<file path="config.mk">
export PLATFORM = sky130hd
export DESIGN_NAME = mprj_io_arbiter
export DESIGN_NICKNAME = d
export VERILOG_FILES = /design/src/rtl/mprj_io_arbiter.sv
export SDC_FILE = /design/constraint.sdc
export NUM_CORES = 1
export LEC_CHECK = 0
export ABC_AREA = 0
export CORE_MARGIN = 5
export CORE_UTILIZATION = 37
export CTS_CLUSTER_DIAMETER = 60
export DETAILED_ROUTE_END_ITERATION = 7
export GPL_TIMING_DRIVEN = 0
export PLACE_DENSITY = 0.8
export SYNTH_ARGS = -nofsm -noshare
export SYNTH_HDL_FRONTEND = slang
export SYNTH_SLANG_ARGS = --single-unit
</file>
<file path="constraint.sdc">
create_clock -name wb_clk_i -period 1.98 [get_ports wb_clk_i]
set_input_delay 0.297 -clock wb_clk_i [delete_from_list [all_inputs] [get_ports wb_clk_i]]
set_output_delay 0.297 -clock wb_clk_i [all_outputs]
set_load 0.01 [all_outputs]
</file>
<file path="src/rtl/mprj_io_arbiter.sv">
// mprj_io_arbiter: round-robin time-sharing of the user status field on
// mprj_io[31:16]. Each granted word is latched and driven for HOLD cycles,
// then the owner gets a one-cycle ack and the field returns to IDLE.
module mprj_io_arbiter #(
  parameter int NREQ = 4,
  parameter int DW   = 16,
  parameter int HOLD = 8
) (
  input  logic             wb_clk_i,
  input  logic             wb_rst_i,
  input  logic             enable_i,
  input  logic [NREQ-1:0]  req_i,
  input  logic [NREQ*DW-1:0] data_i,
  output logic [NREQ-1:0]  grant_o,
  output logic [NREQ-1:0]  ack_o,
  output logic [DW-1:0]    io_out_o,
  output logic [DW-1:0]    io_oeb_o,
  output logic             busy_o
);

  localparam int PW = $clog2(NREQ);
  localparam int CW = (HOLD > 1) ? $clog2(HOLD) : 1;

  localparam logic [0:0] ST_IDLE = 1'b0;
  localparam logic [0:0] ST_HOLD = 1'b1;

  logic [0:0]    state;
  logic [PW-1:0] rr_ptr;
  logic [CW-1:0] hold_cnt;

  logic          pick_vld;
  logic [PW-1:0] pick_idx;
  logic [PW-1:0] pick_next;
  logic [PW-1:0] scan_idx;

  // Round-robin search: first set request at or above rr_ptr, wrapping.
  always_comb begin
    // NOTE: every variable gets a default before any condition, so no latch is inferred.
    pick_vld = 1'b0;
    pick_idx = '0;
    scan_idx = '0;
    for (int i = 0; i < NREQ; i++) begin
      scan_idx = PW'((int'(rr_ptr) + i) % NREQ);
      if (!pick_vld && req_i[scan_idx]) begin
        pick_vld = 1'b1;
        pick_idx = scan_idx;
      end
    end
    pick_next = (pick_idx == PW'(NREQ - 1)) ? '0 : pick_idx + PW'(1);
  end

  // Grant/hold state machine with registered pad word, enable and grant.
  always_ff @(posedge wb_clk_i) begin
    // NOTE: sequential state uses non-blocking assignments so every register
    // samples pre-edge values regardless of statement order.
    if (wb_rst_i) begin
      state    <= ST_IDLE;
      rr_ptr   <= '0;
      hold_cnt <= '0;
      grant_o  <= '0;
      io_out_o <= '0;
      io_oeb_o <= '1;
    end else begin
      case (state)
        ST_IDLE: begin
          // Pads release one edge after IDLE is seen with enable low.
          io_oeb_o <= {DW{~enable_i}};
          if (enable_i && pick_vld) begin
            state    <= ST_HOLD;
            grant_o  <= NREQ'(1) << pick_idx;
            hold_cnt <= CW'(HOLD - 1);
            rr_ptr   <= pick_next;
            io_out_o <= data_i[pick_idx*DW +: DW];
          end
        end
        default: begin
          io_oeb_o <= '0;
          if (hold_cnt == '0) begin
            state   <= ST_IDLE;
            grant_o <= '0;
          end else begin
            hold_cnt <= hold_cnt - CW'(1);
          end
        end
      endcase
    end
  end

  // Ack is decoded from registered state only: last hold cycle of the owner.
  assign ack_o  = (state == ST_HOLD && hold_cnt == '0) ? grant_o : '0;
  assign busy_o = (state == ST_HOLD);

endmodule

</file>
# [Yosys cells after proc, flatten, opt, wreduce, memory -nomap -nowiden]
# Index checks and enable logic that the tools add are counted.
[classes] shift=2 add_sub_neg=5 muxes=28 bitwise_logic=2 magnitude_cmp=4 reduce_logical=13 n_eq_ne=3
[ops] operator="variable part select 64 x 7 -> 16 bit" count=1
[ops] operator="two-way mux 16 bit" count=1
[ops] operator="two-way mux 4 bit" count=4
[ops] operator="< comparator 2 x 3 -> 1 bit (second input constant)" count=4
[ops] operator="two-way mux 1 bit" count=11
[ops] operator="two-way mux 2 bit" count=5
[ops] operator="two-way mux 3 bit" count=3
[ops] operator="binary-select mux 1 bit (select 2 bit)" count=4
[ops] operator="AND reduction 2 bit" count=3
[ops] operator="logical AND 1 bit" count=5
[ops] operator="adder 2 x 1 -> 2 bit (second input constant)" count=2
[ops] operator="adder 2 bit (second input constant)" count=2
[ops] operator="<< shifter 1 x 2 -> 4 bit (first input constant)" count=1
[ops] operator="zero test 1 bit" count=3
[ops] operator="zero test 3 bit" count=1
[ops] operator="subtractor 3 x 1 -> 3 bit (second input constant)" count=1
[ops] operator="== test 2 bit (second input constant)" count=1
[ops] operator="!= test 2 x 1 -> 1 bit (second input constant)" count=1
[ops] operator="!= test 2 bit (second input constant)" count=1
[ops] operator="NOT 1 bit" count=2
[ops] operator="nonzero test 2 bit" count=1
[totals] register_bits=42 output_inout_bits=41

# [Depth between registers and ports, before layout]
# Gate-level depths: netlist of the first run.
[depth] word_depth=15 mapped_depth=9

# [Worst setup path after synthesis of the first run]
# OpenSTA, ideal clock, no wires.
[synth_timing] path_kind="input to register" from="input port req_i[0]" to="register io_out_o[10]" arrival_ps=1467 stages=6 path_slack_ps=386 setup_ps=127 t_required_ps=1853 cell_sequence="o41ai_1 > nor3_1 > o21ai_1 > buf_2 > a21o_1 > o211ai_1"
[synth_via] elab_chain_len=14 elab_cells_between_ends=25
[synth_rtl] item="from (decl)" line_no="12" text="input logic [NREQ-1:0] req_i,"
[synth_rtl] item="parallel branches: the longest is 14 deep, another holds binary-select mux 1 bit (select 2 bit)"
[synth_rtl] item="to (signal assigned)" line_no="73" text="io_out_o <= data_i[pick_idx*DW +: DW];"
[synth_rtl] item="to (decl)" line_no="16" text="output logic [DW-1:0] io_out_o,"
# Parallel ways; which one is timed is not known. The select of a mux whose other input is x is not followed.
# A chain may end at the register's enable or synchronous reset.

# [Worst setup path after layout of the first run]
[layout_timing] from="input port req_i[3]" to="register io_out_o[6]"
# The elaborated chain is that of the path after synthesis.

==> results of run 1 <==
-- sequential cells by signal, indices dropped and copies added (netlist names) --
name / cells
rr_ptr: 2
io_out_o: 16
hold_cnt: 3
busy_o: 1
io_oeb_o: 1
grant_o: 4
-- final cells by class --
class	instances	area, sq um
inverters	6	25.0
fillers	437	1640
clock buffers	4	45.0
repair buffers	113	1120
plain buffers	31	219
multi-input cells	153	1080
flip-flops and latches	27	542
well taps	67	83.8
-- repair_timing --
| item | in CTS | in global routing |
|---|---|---|
| cloned | 0 | 0 |
| resized for setup | 12 | 8 |
| setup endpoints to repair | 15 | 31 |
| setup buffers | 2 | 0 |
| pin swaps | 3 | 1 |
-- per-stage QoR --
step | setup TNS, ps | cells | setup WS, ps | hold WS (ps)
6_report | 0 | 401 | 94.2 | 485
5_1_grt | 0 | 401 | 7.67 | 515
4_1_cts | 0 | 401 | 11.5 | 481
3_5_place_dp | -8400 | 396 | -529 | 463
3_3_place_gp | -7060 | 396 | -476 | 460
2_1_floorplan | 0 | 218 | 386 | 376
-- logic make-up after synthesis --
| group | Yosys count | synth area share [%] |
|---|---|---|
| compound gates | 64 | 25.4 |
| mux | 18 | 9.88 |
| fa+ha+maj | 3 | 2.06 |
| simple gates | 68 | 19.8 |
| flops | 27 | 29.6 |
| buf+inv | 38 | 13.2 |
-- layout by cell type, fill, tap and decap left out, types with 2 or more instances in the layout --
master,n
clkdlybuf4s50_1,104
dfxtp_1,26
nand2_1,20
buf_4,19
mux2i_1,18
a21o_1,16
nand4_1,15
o31ai_1,15
o211ai_1,15
a21oi_1,8
nand3_1,7
nor2_1,6
clkbuf_1,6
inv_1,5
dlygate4sd2_1,5
and2_1,4
nand2b_1,3
or2_1,3
buf_2,3
nor3_1,3
clkbuf_2,3
clkbuf_8,3
buf_6,2
a211oi_1,2
ha_1,2
dlymetal6s2s_1,2
-- power groups by stage --
stage | combinational, mW | clock, mW | sequential [mW]
after floorplan | 0.351 | 0 | 0.671
after global placement | 0.716 | 0 | 0.652
after detailed placement | 0.730 | 0 | 0.655
after CTS | 0.743 | 0.330 | 0.647
after global routing | 0.802 | 0.351 | 0.655
final | 0.740 | 0.319 | 0.647
-- critical path: stages --
cell and delay (ps):
clkdlybuf4s50_1 540, or2_1 270, buf_2 170, nand3_4 100, buf_12 150, buf_6 180
mux2i_1 240, o211ai_1 100
-- per-layer routing --
metal,up-vias,GRT usage [%],routed length (um)
li1,1020,-,-
met1,952,22.2,2520
met2,69,32.2,2940
met3,6,4.48,468
met4,0,4.90,64
met5,-,0,0
-- worst paths after layout --
| kind | from | end | slack [ps] | cells past startpoint |
|---|---|---|---|---|
| setup reg to reg | rr_ptr[1]$_SDFFE_PP0P_ | io_out_o[6]$_SDFFE_PP0P_ | 170 | 8 |
| setup / recovery | req_i[3] | io_out_o[6]$_SDFFE_PP0P_ | 90 | 8 |
| hold reg to reg | hold_cnt[0]$_SDFFE_PP0P_ | hold_cnt[0]$_SDFFE_PP0P_ | 480 | 1 |
| hold / removal | hold_cnt[0]$_SDFFE_PP0P_ | hold_cnt[0]$_SDFFE_PP0P_ | 480 | 1 |
==> metrics.md, run 1 <==
| Metric | Value |
|---|---|
| Status | `finished, final reports clean` |
| IO Port Bufs | `111` |
| Fin. max-slew vios | `0` |
| Placer Congestion | `roughly 0.77` |
| DP Wirelength | `4790 um` |
| Clk pwr share | `18.7%` |
| Commonest cells in the netlist | `dfxtp_1, nand2_1, mux2i_1` |
| TritonRoute pass-1 iters | `4` |
| Worst-path maximum fanout | `10` |
| Antenna diode instance count | `0` |
| TritonCTS clock tree | `done` |
| First-pass GRT wire length | `between 9000 and 10000 um` |
| Max IR drop VDD | `approximately 250 uV` |
| CP endpoint kind | `flop` |
| Dpl cell area | `3020 sq um` |
| Setup-failing EPs final | `0` |
| Fin nets | `409` |
| DRT iter0 DRCs | `between 100 and 150` |
| H-tree depth | `1` |
| Final instance area | `3120 sq um` |
| RSZ-0062 raised after global routing | `false` |
| CTS Buf Count | `3` |
| Worst slew pin tran | `595 ps` |
| Syn avg cell area | `8.37 sq um` |
| CTS clk-pin slew, worst paths | `roughly 90 ps` |
| Max_slew headroom | `about three fifths` |
| Clk sinks | `27` |
| Overall Power | `~1.7 mW` |
| Max_cap viols | `0` |
| Post-synthesis sequential area ratio | `29.6%` |
| Yosys top cell by area | `dfxtp_1` |
| I/O Pins | `112` |
| Switching Share | `31.1%` |
| FP Rows | `25` |
| Cell area power density | `~550 nW/um^2` |
| Via count | `2047` |
| Hold bufs inserted after CTS | `0` |
| GR Overflow Total | `0` |
| Die X | `80.2 um` |
| Tcrit/Tclk final | `95.2%` |
| Critical Path AT | `slightly above 2000 ps` |
| Core area | `4750 sq um` |
| Initial antenna violation count | `0` |
| Clk Latency, worst-skew pair | `between 200 and 300 ps` |
| Final Core Density | `65.6%` |
| Int Power | `1.18 mW` |
| Final hold viol count | `0` |
| Synth top area cells | `dfxtp_1, mux2i_1, a21o_1` |
| EDFF count, synth | `0` |
| Largest net degree at the start of global routing | `17` |
| Vias in the first global route | `approximately 2000` |
| Die Span Y | `80.2 um` |
| Leakage power | `approximately 1.3 nW` |
| Combinational power share | `43.3%` |
| Net Sw Power | `531 uW` |
| Sequential power share | `38.0%` |
| Critical path class | `input port to flop` |
| Routed length per instance | `~15 um` |
| Clk buf depth | `2` |
| Clock skew | `between 5 and 6 ps` |
| Yosys warning total | `0` |
| DRC viols | `0` |
| Via density | `5.10` |
| Die area | `6430 sq um` |
| Post-Synthesis Cells | `218` |
| Ys flop type | `dfxtp_1` |
| Initial Util | `38.4%` |
| Max Clk Rate | `530 MHz` |
| Antenna-violating nets left | `0` |
| Area Overhead vs Synth | `70.9%` |
| Critical Path Source Type | `input port` |
| Worst EP required | `2140 ps` |
| Distinct cells, synth | `38` |
| Hold Path Class | `flop to flop` |
| Syn Nets | `292` |
| Share of post-route cells with drive strength above 1 | `12.6%` |
| Mapped Area | `about 1800 sq um` |
| CTS Root Cell | `clkbuf_8` |
| Synth top area share | `29.6%` |
| Register bit count reported by yosys | `27` |
| Count leader, synth | `dfxtp_1` |
| Global Route Usage Sum | `18.3%` |
| Detailed Route WL | `5990 um` |
| Tmin final | `1890 ps` |
| Fraction of registers with async set/reset | `0%` |
(Power assumes the default switching activity.)
==> run 2, diff against run 1 <==
CORE_UTILIZATION = 38   (was 37)
CTS_BUF_LIST = sky130_fd_sc_hd__clkbuf_2   (was unset)
HOLD_SLACK_MARGIN = 0.03   (was unset)
PLACE_DENSITY = 0.82   (was 0.8)
==> run 2 against run 1 <==
Effect of this change:
- hold slack worse by 12 ps
- cell count down 3.2%
- worst setup slack got worse by 7.3 ps
- final area decreased by 1.4%
- flip-flop and latch count unchanged
- global-route usage about the same
- clock skew decreased by 1.0 ps
- critical path depth is 1 lower
- die area down 2.3%
- power shrank 5.0%
- maximum frequency shrank 0.38%
- utilization decreased by 0.059 points
- largest cell class unchanged
==> metrics.md, run 2 (synthesis gave the netlist of run 1 again) <==
| Metric | Value |
|---|---|
| Status | `finished, final reports clean` |
| Global Route Usage Sum | `18.4%` |
| Via count | `about 2000` |
| CTS clk-pin slew, worst paths | `280 ps` |
| Max_slew headroom | `53.7%` |
| IO Port Bufs | `111` |
| Most common cell after layout, fill and taps aside | `clkdlybuf4s50_1` |
| Overall Power | `1.62 mW` |
| Critical path class | `input port to flop` |
| DRT iter0 DRCs | `121` |
| Routed length per instance | `15.5 um` |
| Antenna-violating nets left | `0` |
| Worst Hold Path Cells | `2` |
| Critical Path Source Type | `input port` |
| Hold path start | `enable_i` |
| CTS Root Cell | `clkbuf_2` |
| Setup-failing EPs final | `0` |
| Worst EP required | `between 2000 and 2500 ps` |
| DP Wirelength | `4640 um` |
| Final hold viol count | `0` |
| Leakage power | `approximately 1.2 nW` |
| Placer Congestion | `0.825` |
| Die Span Y | `~80 um` |
| First-pass GRT wire length | `9270 um` |
| R2R setup slack | `190 ps` |
| GR Overflow Total | `0` |
| Commonest cells after routing, fill and taps aside | `clkdlybuf4s50_1, dfxtp_1, nand2_1` |
| Clk Latency, worst-skew pair | `about 380 ps` |
| TritonCTS clock tree | `done` |
| Max IR drop VDD | `roughly 270 uV` |
| Share of post-route cells with drive strength above 1 | `roughly an eighth` |
| Fin nets | `409` |
| Tcrit/Tclk final | `95.6%` |
| Antenna diode instance count | `0` |
| Initial antenna violation count | `0` |
| H-tree depth | `1` |
| DRC viols | `0` |
| Area Overhead vs Synth | `68.5%` |
| Dpl cell area | `between 3000 and 4000 sq um` |
| CP endpoint kind | `flop` |
| FF-to-FF Start | `rr_ptr[1]$_SDFFE_PP0P_` |
| Final instance area | `roughly 3100 sq um` |
| Reg2reg path depth | `7` |
| Detailed Route WL | `6030 um` |
| Largest register by flop count | `io_out_o` |
| Cell area power density | `527 nW/um^2` |
| Max Clk Rate | `528 MHz` |
| Fin. max-slew vios | `0` |
| Max FFs per register | `16` |
| Worst-path maximum fanout | `10` |
| Clk buf depth | `2` |
| I/O Pins | `112` |
| RSZ-0062 raised after global routing | `false` |
| Total negative slack | `0 ps` |
| Post-Place Setup Slack | `-476 ps` |
| Hold Path End | `io_oeb_o[14]$_SDFF_PP1_` |
| Tmin final | `1890 ps` |
| CTS Buf Count | `3` |
| Regs by FF count | `io_out_o: 16 flops, grant_o: 4 flops, hold_cnt: 3 flops` |
| Core area | `4690 sq um` |
| Vias in the first global route | `between 2000 and 2500` |
| Die area | `6290 sq um` |
| TritonRoute pass-1 iters | `4` |
| Critical Path AT | `2200 ps` |
| # fillers | `404` |
| Largest net degree at the start of global routing | `17` |
| Hold Path Class | `input port to flop` |
| Via density | `5.21` |
| Clk sinks | `27` |
| Worst slew pin tran | `692 ps` |
| Worst R2R End | `io_out_o[11]$_SDFFE_PP0P_` |
| Die X | `79.3 um` |
| Initial Util | `38.9%` |
| Clock skew | `4.68 ps` |
| FP Rows | `25` |
| Final setup margin | `86.9 ps` |
| Max_cap viols | `0` |
run 2: cell types whose count changed in the layout (fill, tap and decap cells not counted), moves of 3 or more:
cell             delta
clkdlybuf4s50_1     +3
clkdlybuf4s15_1     +3
clkbuf_8            -3
dlygate4sd2_1       -5
run 2: worst max path at each step:
| stage | from | endpoint | slack [ps] | cells after the start |
|---|---|---|---|---|
| 2_1_floorplan | req_i[0] | io_out_o[10]$_SDFFE_PP0P_ | 390 | 6 |
| 6_report | req_i[0] | io_out_o[11]$_SDFFE_PP0P_ | 90 | 7 |
| 3_5_place_dp | req_i[0] | io_out_o[7]$_SDFFE_PP0P_ | -480 | 7 |
| 4_1_cts | req_i[0] | io_out_o[11]$_SDFFE_PP0P_ | 20 | 8 |
| 3_3_place_gp | req_i[0] | io_out_o[9]$_SDFFE_PP0P_ | -420 | 7 |
| 5_1_grt | req_i[0] | io_out_o[7]$_SDFFE_PP0P_ | 5 | 7 |
run 2: worst max-delay path, stage by stage:
cell and delay, ps:
clkdlybuf4s50_1 490, o41ai_2 440, nor3_1 110, o21ai_1 310, buf_2 350, a21o_1 120, o211ai_1 80
run 2: repair_timing:
action,in CTS,in global routing
resized for setup,11,11
setup endpoints to repair,29,29
cloned,0,0
hold buffers,0,0
buffers inserted,1,1
pin swaps,0,1
run 2: layout make-up:
type | instances | area (sq um) | area share (%)
clock inverter | 1 | 7.51 | 0.244
sequential | 27 | 549 | 17.9
inverter | 6 | 25.0 | 0.814
clock buffer | 3 | 15.0 | 0.488
multi-input combinational | 153 | 1070 | 34.9
timing repair buffer | 113 | 1120 | 36.5
tap | 54 | 67.6 | 2.20
buffer | 31 | 216 | 7.04
run 2: power by group:
part	switching, mW	internal, mW
combinational	0.314	0.430
sequential	0.0413	0.605
clock	0.184	0.0467
run 2: stage by stage:
stage	util (%)	instances	hold WS [ps]
after floorplan	-	218	376
after global placement	64.0	383	459
after detailed placement	64.0	383	467
after CTS	65.0	387	463
after global routing	65.5	388	456
final	65.5	388	472
run 2: layer usage:
metal / track usage, % / vias up / part of all wire (%)
met3: 3.51 / 11 / 6.3
met5: 0 / - / 0
met2: 31.6 / 74 / 50
li1: - / 1021 / -
met1: 22.2 / 917 / 41
met4: 7.90 / 0 / 2.4
